File: src/rtl/rle_symbolizer.sv
// rle_symbolizer
//
// Turns one 8x8 block of zig-zag ordered signed coefficients into a serial
// stream of JPEG-style run-length symbols (run, size, amplitude) for the
// Huffman code-table / bit-packer stage.
//
// Symbol order per block: one DC symbol, then AC symbols. Sixteen zeros in a
// row that are followed by a later nonzero coefficient become a ZRL (run 15,
// size 0). Trailing zeros collapse into a single EOB. A nonzero coef[63]
// carries sym_last itself, and no EOB follows it.
//
// Ports:
//   clock      system clock, rising edge
//   reset      asynchronous active-high reset
//   in_valid   block available on A
//   in_ready   block stage can accept a block (high only in IDLE)
//   A          coefficient k at A[k*COEF_W +: COEF_W], index 0 = DC
//   sym_valid  symbol fields valid (registered)
//   sym_ready  downstream accepts the symbol
//   sym_run    zero run preceding the amplitude (0..15)
//   sym_size   magnitude category (0..8)
//   sym_amp    signed amplitude, raw coefficient value
//   sym_dc     symbol is the DC symbol
//   sym_last   final symbol of the block
//   done       one-cycle pulse after the last symbol handshake
module rle_symbolizer #(
    parameter int COEF_W = 8,
    parameter int NCOEF  = 64
) (
    input  logic                      clock,
    input  logic                      reset,
    input  logic                      in_valid,
    output logic                      in_ready,
    input  logic [NCOEF*COEF_W-1:0]   A,
    output logic                      sym_valid,
    input  logic                      sym_ready,
    output logic [3:0]                sym_run,
    output logic [3:0]                sym_size,
    output logic [COEF_W-1:0]         sym_amp,
    output logic                      sym_dc,
    output logic                      sym_last,
    output logic                      done
);

    typedef enum logic [2:0] {IDLE, LOAD, SCAN, HOLD, FIN} state_t;

    state_t                    state_q, state_d;
    logic [NCOEF*COEF_W-1:0]   block_q, block_d;
    logic [6:0]                idx_q, idx_d;
    logic [5:0]                last_nz_q, last_nz_d;
    logic [3:0]                run_q, run_d;
    logic                      sym_valid_q, sym_valid_d;
    logic [3:0]                sym_run_q, sym_run_d;
    logic [3:0]                sym_size_q, sym_size_d;
    logic [COEF_W-1:0]         sym_amp_q, sym_amp_d;
    logic                      sym_dc_q, sym_dc_d;
    logic                      sym_last_q, sym_last_d;
    logic                      done_q, done_d;

    logic [5:0]                last_nz_c;
    logic [COEF_W-1:0]         coef_c;

    // Bit length of |v|; the magnitude is formed one bit wider so that the
    // most negative value does not overflow back to itself.
    function automatic logic [3:0] cat(input logic [COEF_W-1:0] v);
        logic [COEF_W:0] mag;
        logic [3:0]      c;
        mag = v[COEF_W-1] ? ({(COEF_W+1){1'b0}} - {v[COEF_W-1], v}) : {1'b0, v};
        c = '0;
        for (int i = 0; i <= COEF_W; i++) begin
            if (mag[i]) c = 4'(i + 1);
        end
        return c;
    endfunction

    // Highest nonzero AC index in the latched block, 0 when all AC are zero.
    always_comb begin
        last_nz_c = '0;
        for (int k = 1; k < NCOEF; k++) begin
            if (block_q[k*COEF_W +: COEF_W] != '0) last_nz_c = 6'(k);
        end
    end

    assign coef_c = block_q[int'(idx_q[5:0])*COEF_W +: COEF_W];

    // State and datapath registers; reset discards any block in flight.
    always_ff @(posedge clock or posedge reset) begin
        if (reset) begin
            state_q     <= IDLE;
            block_q     <= '0;
            idx_q       <= '0;
            last_nz_q   <= '0;
            run_q       <= '0;
            sym_valid_q <= 1'b0;
            sym_run_q   <= '0;
            sym_size_q  <= '0;
            sym_amp_q   <= '0;
            sym_dc_q    <= 1'b0;
            sym_last_q  <= 1'b0;
            done_q      <= 1'b0;
        end else begin
            state_q     <= state_d;
            block_q     <= block_d;
            idx_q       <= idx_d;
            last_nz_q   <= last_nz_d;
            run_q       <= run_d;
            sym_valid_q <= sym_valid_d;
            sym_run_q   <= sym_run_d;
            sym_size_q  <= sym_size_d;
            sym_amp_q   <= sym_amp_d;
            sym_dc_q    <= sym_dc_d;
            sym_last_q  <= sym_last_d;
            done_q      <= done_d;
        end
    end

    // Next-state logic. SCAN leaves only when a symbol has been loaded.
    always_comb begin
        state_d = state_q;
        case (state_q)
            IDLE: if (in_valid) state_d = LOAD;
            LOAD: state_d = HOLD;
            SCAN: begin
                if (idx_q > {1'b0, last_nz_q} || coef_c != '0 || run_q == 4'd15) begin
                    state_d = HOLD;
                end
            end
            HOLD: if (sym_ready) state_d = sym_last_q ? FIN : SCAN;
            FIN:  state_d = IDLE;
            default: state_d = IDLE;
        endcase
    end

    // Datapath / output register inputs. Symbol fields only change when a
    // new symbol is loaded, so they stay stable for the whole HOLD.
    always_comb begin
        block_d     = block_q;
        idx_d       = idx_q;
        last_nz_d   = last_nz_q;
        run_d       = run_q;
        sym_valid_d = sym_valid_q;
        sym_run_d   = sym_run_q;
        sym_size_d  = sym_size_q;
        sym_amp_d   = sym_amp_q;
        sym_dc_d    = sym_dc_q;
        sym_last_d  = sym_last_q;
        done_d      = 1'b0;
        case (state_q)
            IDLE: if (in_valid) block_d = A;
            LOAD: begin
                last_nz_d   = last_nz_c;
                sym_run_d   = '0;
                sym_size_d  = cat(block_q[COEF_W-1:0]);
                sym_amp_d   = block_q[COEF_W-1:0];
                sym_dc_d    = 1'b1;
                sym_last_d  = 1'b0;
                sym_valid_d = 1'b1;
                idx_d       = 7'd1;
                run_d       = '0;
            end
            SCAN: begin
                if (idx_q > {1'b0, last_nz_q}) begin
                    sym_run_d   = '0;
                    sym_size_d  = '0;
                    sym_amp_d   = '0;
                    sym_dc_d    = 1'b0;
                    sym_last_d  = 1'b1;
                    sym_valid_d = 1'b1;
                end else if (coef_c != '0) begin
                    sym_run_d   = run_q;
                    sym_size_d  = cat(coef_c);
                    sym_amp_d   = coef_c;
                    sym_dc_d    = 1'b0;
                    sym_last_d  = (idx_q == 7'd63);
                    sym_valid_d = 1'b1;
                    run_d       = '0;
                    idx_d       = idx_q + 7'd1;
                end else if (run_q == 4'd15) begin
                    // This zero is the sixteenth of the run; ZRL absorbs it.
                    sym_run_d   = 4'd15;
                    sym_size_d  = '0;
                    sym_amp_d   = '0;
                    sym_dc_d    = 1'b0;
                    sym_last_d  = 1'b0;
                    sym_valid_d = 1'b1;
                    run_d       = '0;
                    idx_d       = idx_q + 7'd1;
                end else begin
                    run_d = run_q + 4'd1;
                    idx_d = idx_q + 7'd1;
                end
            end
            HOLD: begin
                if (sym_ready) begin
                    sym_valid_d = 1'b0;
                    done_d      = sym_last_q;
                end
            end
            default: ;
        endcase
    end

    assign in_ready  = (state_q == IDLE);
    assign sym_valid = sym_valid_q;
    assign sym_run   = sym_run_q;
    assign sym_size  = sym_size_q;
    assign sym_amp   = sym_amp_q;
    assign sym_dc    = sym_dc_q;
    assign sym_last  = sym_last_q;
    assign done      = done_q;

endmodule

File: config.mk
export PLATFORM = sky130hd
export DESIGN_NAME = rle_symbolizer
export DESIGN_NICKNAME = d
export VERILOG_FILES = /design/src/rtl/rle_symbolizer.sv
export SDC_FILE = /design/constraint.sdc
export NUM_CORES = 1
export LEC_CHECK = 0
export ABC_AREA = 1
export CORE_ASPECT_RATIO = 1.5
export CORE_MARGIN = 4
export CORE_UTILIZATION = 35
export DETAILED_ROUTE_END_ITERATION = 8
export PLACE_DENSITY = 0.61
export SYNTH_ARGS = -nofsm -noshare
export SYNTH_HDL_FRONTEND = slang
export SYNTH_SLANG_ARGS = --single-unit
File: constraint.sdc
create_clock -name clock -period 21.2 [get_ports clock]
set_input_delay 4.24 -clock clock [delete_from_list [all_inputs] [get_ports clock]]
set_output_delay 4.24 -clock clock [all_outputs]
set_load 0.1 [all_outputs]
# Word level (Yosys, flattened, before mapping)
# Cells that the tools add are included.
[word_totals]
latchBits = 0
in_bits = 516
mem_count = 0
rom_bits = 0
output_inout_bits = 21
register_bits = 552
wordCells = 222
ramBits = 0
[op_classes]
div = 0
n_mul = 0
bitwise_logic = 0
order_cmp = 1
reduce_logical = 74
muxes = 120
eq_ne = 10
n_shift = 1
add_sub_neg = 4
[op_table]
columns = ["op", "n"]
rows = [
  ["8-bit nonzero test", 64],
  ["512-bit by 10-bit indexed part select with 8-bit output", 1],
  ["6-bit two-way mux", 62],
  ["4-bit two-way mux", 25],
  ["8-bit two-way mux", 3],
  ["4-bit one-hot mux with 2 select lines", 3],
  ["9-bit two-way mux", 2],
  ["1-bit by 8-bit subtractor with 9-bit output, first input constant", 2],
  ["8-bit one-hot mux with 2 select lines", 1],
  ["1-bit two-way mux", 14],
  ["7-bit one-hot mux with 2 select lines", 1],
  ["3-bit two-way mux", 4],
  ["3-bit one-hot mux with 4 select lines", 1],
  ["2-bit inequality test, second input constant", 4],
  ["7-bit by 1-bit adder with 7-bit output, second input constant", 1],
  ["7-bit by 6-bit equality test with 1-bit output, second input constant", 1],
  ["7-bit by 6-bit > comparator with 1-bit output", 1],
  ["7-bit two-way mux", 1],
  ["3-bit by 2-bit equality test with 1-bit output, second input constant", 2],
  ["2-bit AND reduction", 3],
  ["3-bit AND reduction", 2],
  ["4-bit by 1-bit adder with 4-bit output, second input constant", 1],
  ["4-bit equality test, second input constant", 1],
  ["4-bit inequality test, second input constant", 1],
  ["other kinds (7)", 9],
]

# Logic depth before layout (Yosys ltp)
# Gate-level depths: netlist of the first run.
[logic_depth]
word_depth = 64
depth_mapped = 66
depth_no_buf = 66

# Worst setup path before layout of the first run
# Ideal clock, no wire load.
[synth_path]
path_kind = "input -> register"
from = "input in_valid"
to = "register block_q[100]"
path_slack_ps = 15693
path_buffers = 2
stages = 4
arrival_ps = 5382
required_ps = 21075
path_cell_list = "nand2_1 > clkbuf_1 > buf_1 > mux2_2"
[synth_via]
elab_chain_len = 1
[synth_lines]
columns = ["item", "line_no", "source"]
rows = [
  ["start, declared", "32", "input logic in_valid,"],
  ["2-bit AND reduction (no line)", "--", ""],
  ["end signal, assigned", "103", "block_q <= block_d;"],
  ["end, declared", "48", "logic [NCOEF*COEF_W-1:0] block_q, block_d;"],
]
# No other way between the ends.
# A chain may end at the register's enable or synchronous reset.

# Worst setup path in the final report of the first run
[layout_path]
from = "input in_valid"
to = "register block_q[281]"
# The elaborated chain is that of the path after synthesis.

==> impl_metrics.ini, run 1 <==
[drt]
detail-route-antenna-nets = 0
drt_wl_total_mm = 103
drc = 0
vias_per_cell = 5.21
num_vias = 24106
wl_per_cell_um = 22.3
dr.pass1.iters = 5
drtIter0Drc = 1629

[synth]
synth_adder_area_share_pct = 0.452
yosysTopAreaCell = dfrtp_1
ys.flop_type = dfrtp_1
synthTopCellsByArea = dfrtp_1, mux2_2, a21oi_1, nor2_1, nand2_1
synth_xor_area_share_pct = 0.380
synth_edf_count = 0
avgSynthCellArea_um2 = 8.90
yosysMostFrequentCell = dfrtp_1
synth_compound_area_share_pct = 15.2
ys_ff_latch = 552
synthSimpleGateAreaFrac_pct = 14.7
yosysSeqAreaShare_pct = 49.9
synth_common_cells = dfrtp_1, a21oi_1, nor2_1
synth_mux_area_share_pct = 12.5
syn_inst = 3106
synth_nets = 3632
synthArstFlopShare_pct = 100
synth_top_family_by_area = compound AO/OA/AOI/OAI gates
synth_top_area_share_pct = 49.9
syn_area_mm2 = 0.0277
yosys_warnings = 0
synth.distinct_cells = 48

[cts]
cts_tree = done
clk_pin_slew_worst_paths_ps = 70
postCtsHoldBufs = 0
clock_sinks = 552
clockBufferDepth = 3
insertion_delay_ps = 660
postCtsSetupBuffers = 0
root_buffer = clkbuf_16
numCtsBuffers = 58
cts-resized-gates = 0
htreeDepth = 2

[timing]
fin_skew_ps = 39.0
tightest_slew_ps = 1150
rsz0062_at_grt = no
relSlewSlack_pct = 23.3
setup_violations = 0
drv_slew = 0
fin_crit_sh_pct = 35.8
min_period_ps = 7580
hold_ws_ps = 471
finalSetupTns_ps = 0
finalWorstSetupSlack_ps = 13620
hold_viol = 0
max_freq_ghz = 0.132

[pwr]
power_frac_seq_pct = 37.4
power.leakage_nw = 15.6
combPwrFrac_pct = 41.6
vdd_drop_max_uv = 81.6
p_switching_mw = 2.20
p_per_area_mw_per_mm2 = 146
power.internal_mw = 3.04
clkPwrFrac_pct = 21.0
switching_share_pct = 42.0

[finish]
num-nets-final = 4069
area_growth_pct = 29.9
layout-drive-gt1-share_pct = 14.1
fin_area_mm2 = 0.0359

[floorplanning]
die_w_um = 238
start_util_pct = 35.2
die_area_mm2 = 0.0837
std_cell_rows = 126
fp.dieH_um = 352
core_area_mm2 = 0.0785
io_pins = 537

[worst_setup_path]
crit_end = block_q[281]$_DFFE_PP0P_
reg2reg_depth = 18
cp-start-kind = input port
r2r_slack_ps = 14700
crit_fanout = 88
reg2reg_from = idx_q[0]$_DFFE_PP0P_
worstPathRequired_ps = 21730
arrival_ps = 8110
crit_type = in2reg
end_kind = flip-flop
regToRegEndpoint = sym_amp[4]$_DFFE_PP0P_
setup.worst_path.start = in_valid

[worst_hold_path]
min_path_type = reg2reg

[placed_design]
hpwlAfterDp_mm = 78.0
place_ws_ps = 12980
routabilityCongestion = 0.893
place_area_mm2 = 0.0339
io_buffer_count = 536

[grt]
antenna_found_initial = 17
grt_pass1_vias = 25103
grt_usage_pct = 23.9
grt_max_degree = 193
grt-ovfl-total = 0
grt_pass1_wl_mm = 153

[run]
drv_cap = 0

[status]
status = finished, final reports clean
sequential cells by signal, indices dropped and copies added, names as in the netlist:
| signal | flops |
|---|---|
| block_q | 512 |
| done | 1 |
| idx_q | 7 |
| last_nz_q | 6 |
| run_q | 4 |
| state_q | 3 |
| sym_amp | 8 |
| sym_dc | 1 |
| sym_last | 1 |
| sym_run | 4 |
| sym_size | 4 |
| sym_valid | 1 |
worst max-delay path, stage by stage:
cell	delay (ps)
clkdlybuf4s50_1	460
nand2_4	490
buf_4	760
buf_4	770
buf_4	840
mux2_2	420
through the flow:
step,cells,util [%],power (mW)
final,4624,45.8,5.24
after global routing,4619,45.7,5.58
after CTS,4615,45.7,5.28
after detailed placement,4507,43.1,4.16
after global placement,4507,43.1,4.11
after floorplan,3106,-,3.38
per-layer routing:
layer,track usage [%],routed length (um)
met5,0,69
met4,10.3,5020
met3,4.17,5920
met2,42.7,52300
met1,27.9,40000
layout make-up:
cell class              instances  area (um^2)
repair buffers                562         5600
diodes                          9         22.5
clock inverters                31          409
fillers                      7690        42600
well taps                    1024         1280
multi-input cells            2057        12000
clock buffers                  77         1620
inverters                     312         1200
flip-flops and latches        552        13800
power groups by stage:
stage / Combinational, mW / Clock, mW / Sequential (mW)
after floorplan: 1.47 / 0 / 1.91
after global placement: 2.15 / 0 / 1.96
after detailed placement: 2.18 / 0 / 1.97
after CTS: 2.19 / 1.13 / 1.96
after global routing: 2.40 / 1.16 / 2.02
final: 2.18 / 1.10 / 1.96
worst min-delay path by stage:
stage	endpoint	from	cells past startpoint
after floorplan	done$_DFF_PP0_	state_q[2]$_DFFE_PP0P_	1
after global placement	sym_valid$_DFFE_PP0P_	sym_valid$_DFFE_PP0P_	2
after detailed placement	sym_dc$_DFFE_PP0P_	sym_dc$_DFFE_PP0P_	2
after CTS	sym_dc$_DFFE_PP0P_	sym_dc$_DFFE_PP0P_	2
after global routing	sym_amp[1]$_DFFE_PP0P_	sym_amp[1]$_DFFE_PP0P_	2
final	sym_dc$_DFFE_PP0P_	sym_dc$_DFFE_PP0P_	2
layout by cell type (no fill, tap or decap), types with 8 or more instances in the layout:
cell,Yosys,final
mux2_2,305,305
nor4_1,117,117
nor2_1,356,355
diode_2,0,9
a21oi_1,419,419
clkbuf_8,0,10
buf_4,0,23
xor2_1,8,8
o21ai_0,150,150
dfrtp_1,552,549
bufinv_16,0,8
clkbuf_16,0,58
o22ai_1,35,35
clkdlybuf4s50_1,0,536
clkbuf_1,134,9
inv_2,47,45
ha_1,10,10
nand4_1,16,16
o21ai_1,135,135
o211ai_1,20,20
a31oi_1,9,9
inv_1,258,257
clkinv_2,0,11
nand3_1,98,98
nand2_1,317,316
cells by family after synthesis:
logic type	after synthesis
DFF	552
xor gates and xnor gates	12
AOI/OAI and AO/OA	800
buffers and inverters	497
muxes	306
adders and majority gates	10
and+or+nand+nor	929
No activity file was read; power rests on OpenSTA's default activity.
==> run 2: changes to the inputs <==
--- a/config.mk
+++ b/config.mk
@@ -10,7 +10,7 @@
 export CORE_MARGIN = 4
 export CORE_UTILIZATION = 35
 export DETAILED_ROUTE_END_ITERATION = 8
-export PLACE_DENSITY = 0.61
+export PLACE_DENSITY = 0.63
 export SYNTH_ARGS = -nofsm -noshare
 export SYNTH_HDL_FRONTEND = slang
 export SYNTH_SLANG_ARGS = --single-unit
==> constraint.sdc (replaced) <==
create_clock -name clock -period 6.4 [get_ports clock]
set_input_delay 1.28 -clock clock [delete_from_list [all_inputs] [get_ports clock]]
set_output_delay 1.28 -clock clock [all_outputs]
set_load 0.1 [all_outputs]
==> run 2 against run 1 <==
Setup slack worse by 12000 ps. Power rose to 3.4 times the previous value. Via count up 1.9%. First-iteration DRC count up 27%. Clock skew down 18 ps. Critical path type is now reg2reg.
==> impl_metrics.ini, run 2 (synthesized netlist as in run 1, its figures left out) <==
[drt]
drt_wl_total_mm = 107
wl_per_cell_um = 23.1
dr.pass1.iters = 5
drtIter0Drc = 2061
detail-route-antenna-nets = 0
drc = 0
num_vias = 24571
vias_per_cell = 5.30

[cts]
root_buffer = clkbuf_16
cts-resized-gates = 0
numCtsBuffers = 57
postCtsHoldBufs = 0
insertion_delay_ps = 640
clock_sinks = 552
cts_tree = done
postCtsSetupBuffers = 0
clockBufferDepth = 3
htreeDepth = 2
clk_pin_slew_worst_paths_ps = 60

[timing]
fin_crit_sh_pct = 82.2
finalSetupTns_ps = 0
setup_violations = 0
drv_slew = 0
max_freq_ghz = 0.190
fin_skew_ps = 21.2
finalWorstSetupSlack_ps = 1140
tightest_slew_ps = 1080
rsz0062_at_grt = no
relSlewSlack_pct = 28.1
hold_ws_ps = 495
hold_viol = 0
min_period_ps = 5260

[placed_design]
place_area_mm2 = 0.0341
hpwlAfterDp_mm = 82.4
routabilityCongestion = 0.905
io_buffer_count = 536
dp.cells = 4519
place_ws_ps = 1270

[worst_setup_path]
worst-path-buf-inv = 3
cp-start-kind = flip-flop
crit_path_cell_trace = inv_6 > a21oi_1 > o21ai_1 > nand3_1 > nand2_1 > nor2_1 > o31ai_1 > o31ai_1 > a31oi_1 > inv_2 > nor3b_1 > nand4_1 > nor3_1 > nand3_1 > nand2_1 > inv_2 > nor2_1 > a21oi_1
cp_num_cells = 18
reg2reg_depth = 18
r2r_slack_ps = 1140
end_kind = flip-flop
worstPathRequired_ps = 6890
crit_end = sym_size[1]$_DFFE_PP0P_
crit_type = reg2reg
regToRegEndpoint = sym_size[1]$_DFFE_PP0P_
setup.worst_path.start = idx_q[0]$_DFFE_PP0P_
arrival_ps = 5750
crit_fanout = 111
cp_top_family = simple AND/OR/NAND/NOR gates
slowest_delay_ps = 610
cp_slowest_cell = dfrtp_4
reg2reg_from = idx_q[0]$_DFFE_PP0P_

[finish]
fillers = 7531
area_growth_pct = 30.6
layout-drive-gt1-share_pct = 14.4
largest_reg_flops = 512
seq_area_mm2 = 0.0138
top_register = block_q
multi_input_area_mm2 = 0.0120
fin_cells = 4636
final_common_cell = dfrtp_1
final_cell_mix = dfrtp_1, clkdlybuf4s50_1, a21oi_1
num-nets-final = 4080
fin_area_mm2 = 0.0361
utilization_pct = 46.0

[floorplanning]
io_pins = 537
die_w_um = 238
start_util_pct = 35.2
std_cell_rows = 126
die_area_mm2 = 0.0837
core_area_mm2 = 0.0785
fp.dieH_um = 352

[pwr]
p_per_area_mw_per_mm2 = 492
power.total_mw = 17.8
power.leakage_nw = 15.7
vdd_drop_max_uv = 231

[grt]
antenna_found_initial = 15
grt_pass1_vias = 25149
grt_usage_pct = 24.8
grt_pass1_wl_mm = 159
grt-ovfl-total = 0
grt_max_degree = 150

[run]
drv_cap = 0

[status]
status = finished, final reports clean

[worst_hold_path]
min_path_type = reg2reg
## run 2: power breakdown
group          leakage (nW)  switching (mW)  total (mW)  internal (mW)
logic                  8.35            4.61        7.46           2.85
registers              6.30            1.51        6.67           5.16
clock network          1.00            1.50        3.63           2.13
total                  15.7            7.62        17.8           10.1
## run 2: area by class of cell
cell class              count  area share [%]
multi-input cells        2057            33.1
well taps                1024            3.55
flip-flops and latches    552            38.3
repair buffers            574            16.1
clock buffers              76            4.54
diodes                     10          0.0693
clock inverters            31            1.10
inverters                 312            3.32
## run 2: how the worst min path moves through the flow
stage,startpoint,to,slack (ps),cells after the start
after CTS,sym_dc$_DFFE_PP0P_,sym_dc$_DFFE_PP0P_,500,2
after floorplan,state_q[2]$_DFFE_PP0P_,done$_DFF_PP0_,480,1
after detailed placement,sym_dc$_DFFE_PP0P_,sym_dc$_DFFE_PP0P_,490,2
after global routing,sym_amp[7]$_DFFE_PP0P_,sym_amp[7]$_DFFE_PP0P_,530,2
after global placement,sym_valid$_DFFE_PP0P_,sym_valid$_DFFE_PP0P_,480,2
final,sym_amp[7]$_DFFE_PP0P_,sym_amp[7]$_DFFE_PP0P_,490,2
## run 2: per-layer routing
layer	GRT usage, %	share of wire, %
met3	4.55	6.1
met4	8.39	3.6
met2	44.4	51
met1	29.8	39
met5	0	0.042
## run 2: worst reg2reg max path, cell delays in order, from the launching register on
cell and delay (ps):
dfrtp_4 610, inv_6 590, a21oi_1 290, o21ai_1 110
nand3_1 100, nand2_1 180, nor2_1 70, o31ai_1 370
o31ai_1 220, a31oi_1 390, inv_2 70, nor3b_1 250
nand4_1 150, nor3_1 550, nand3_1 180, nand2_1 530
inv_2 260, nor2_1 150, a21oi_1 50
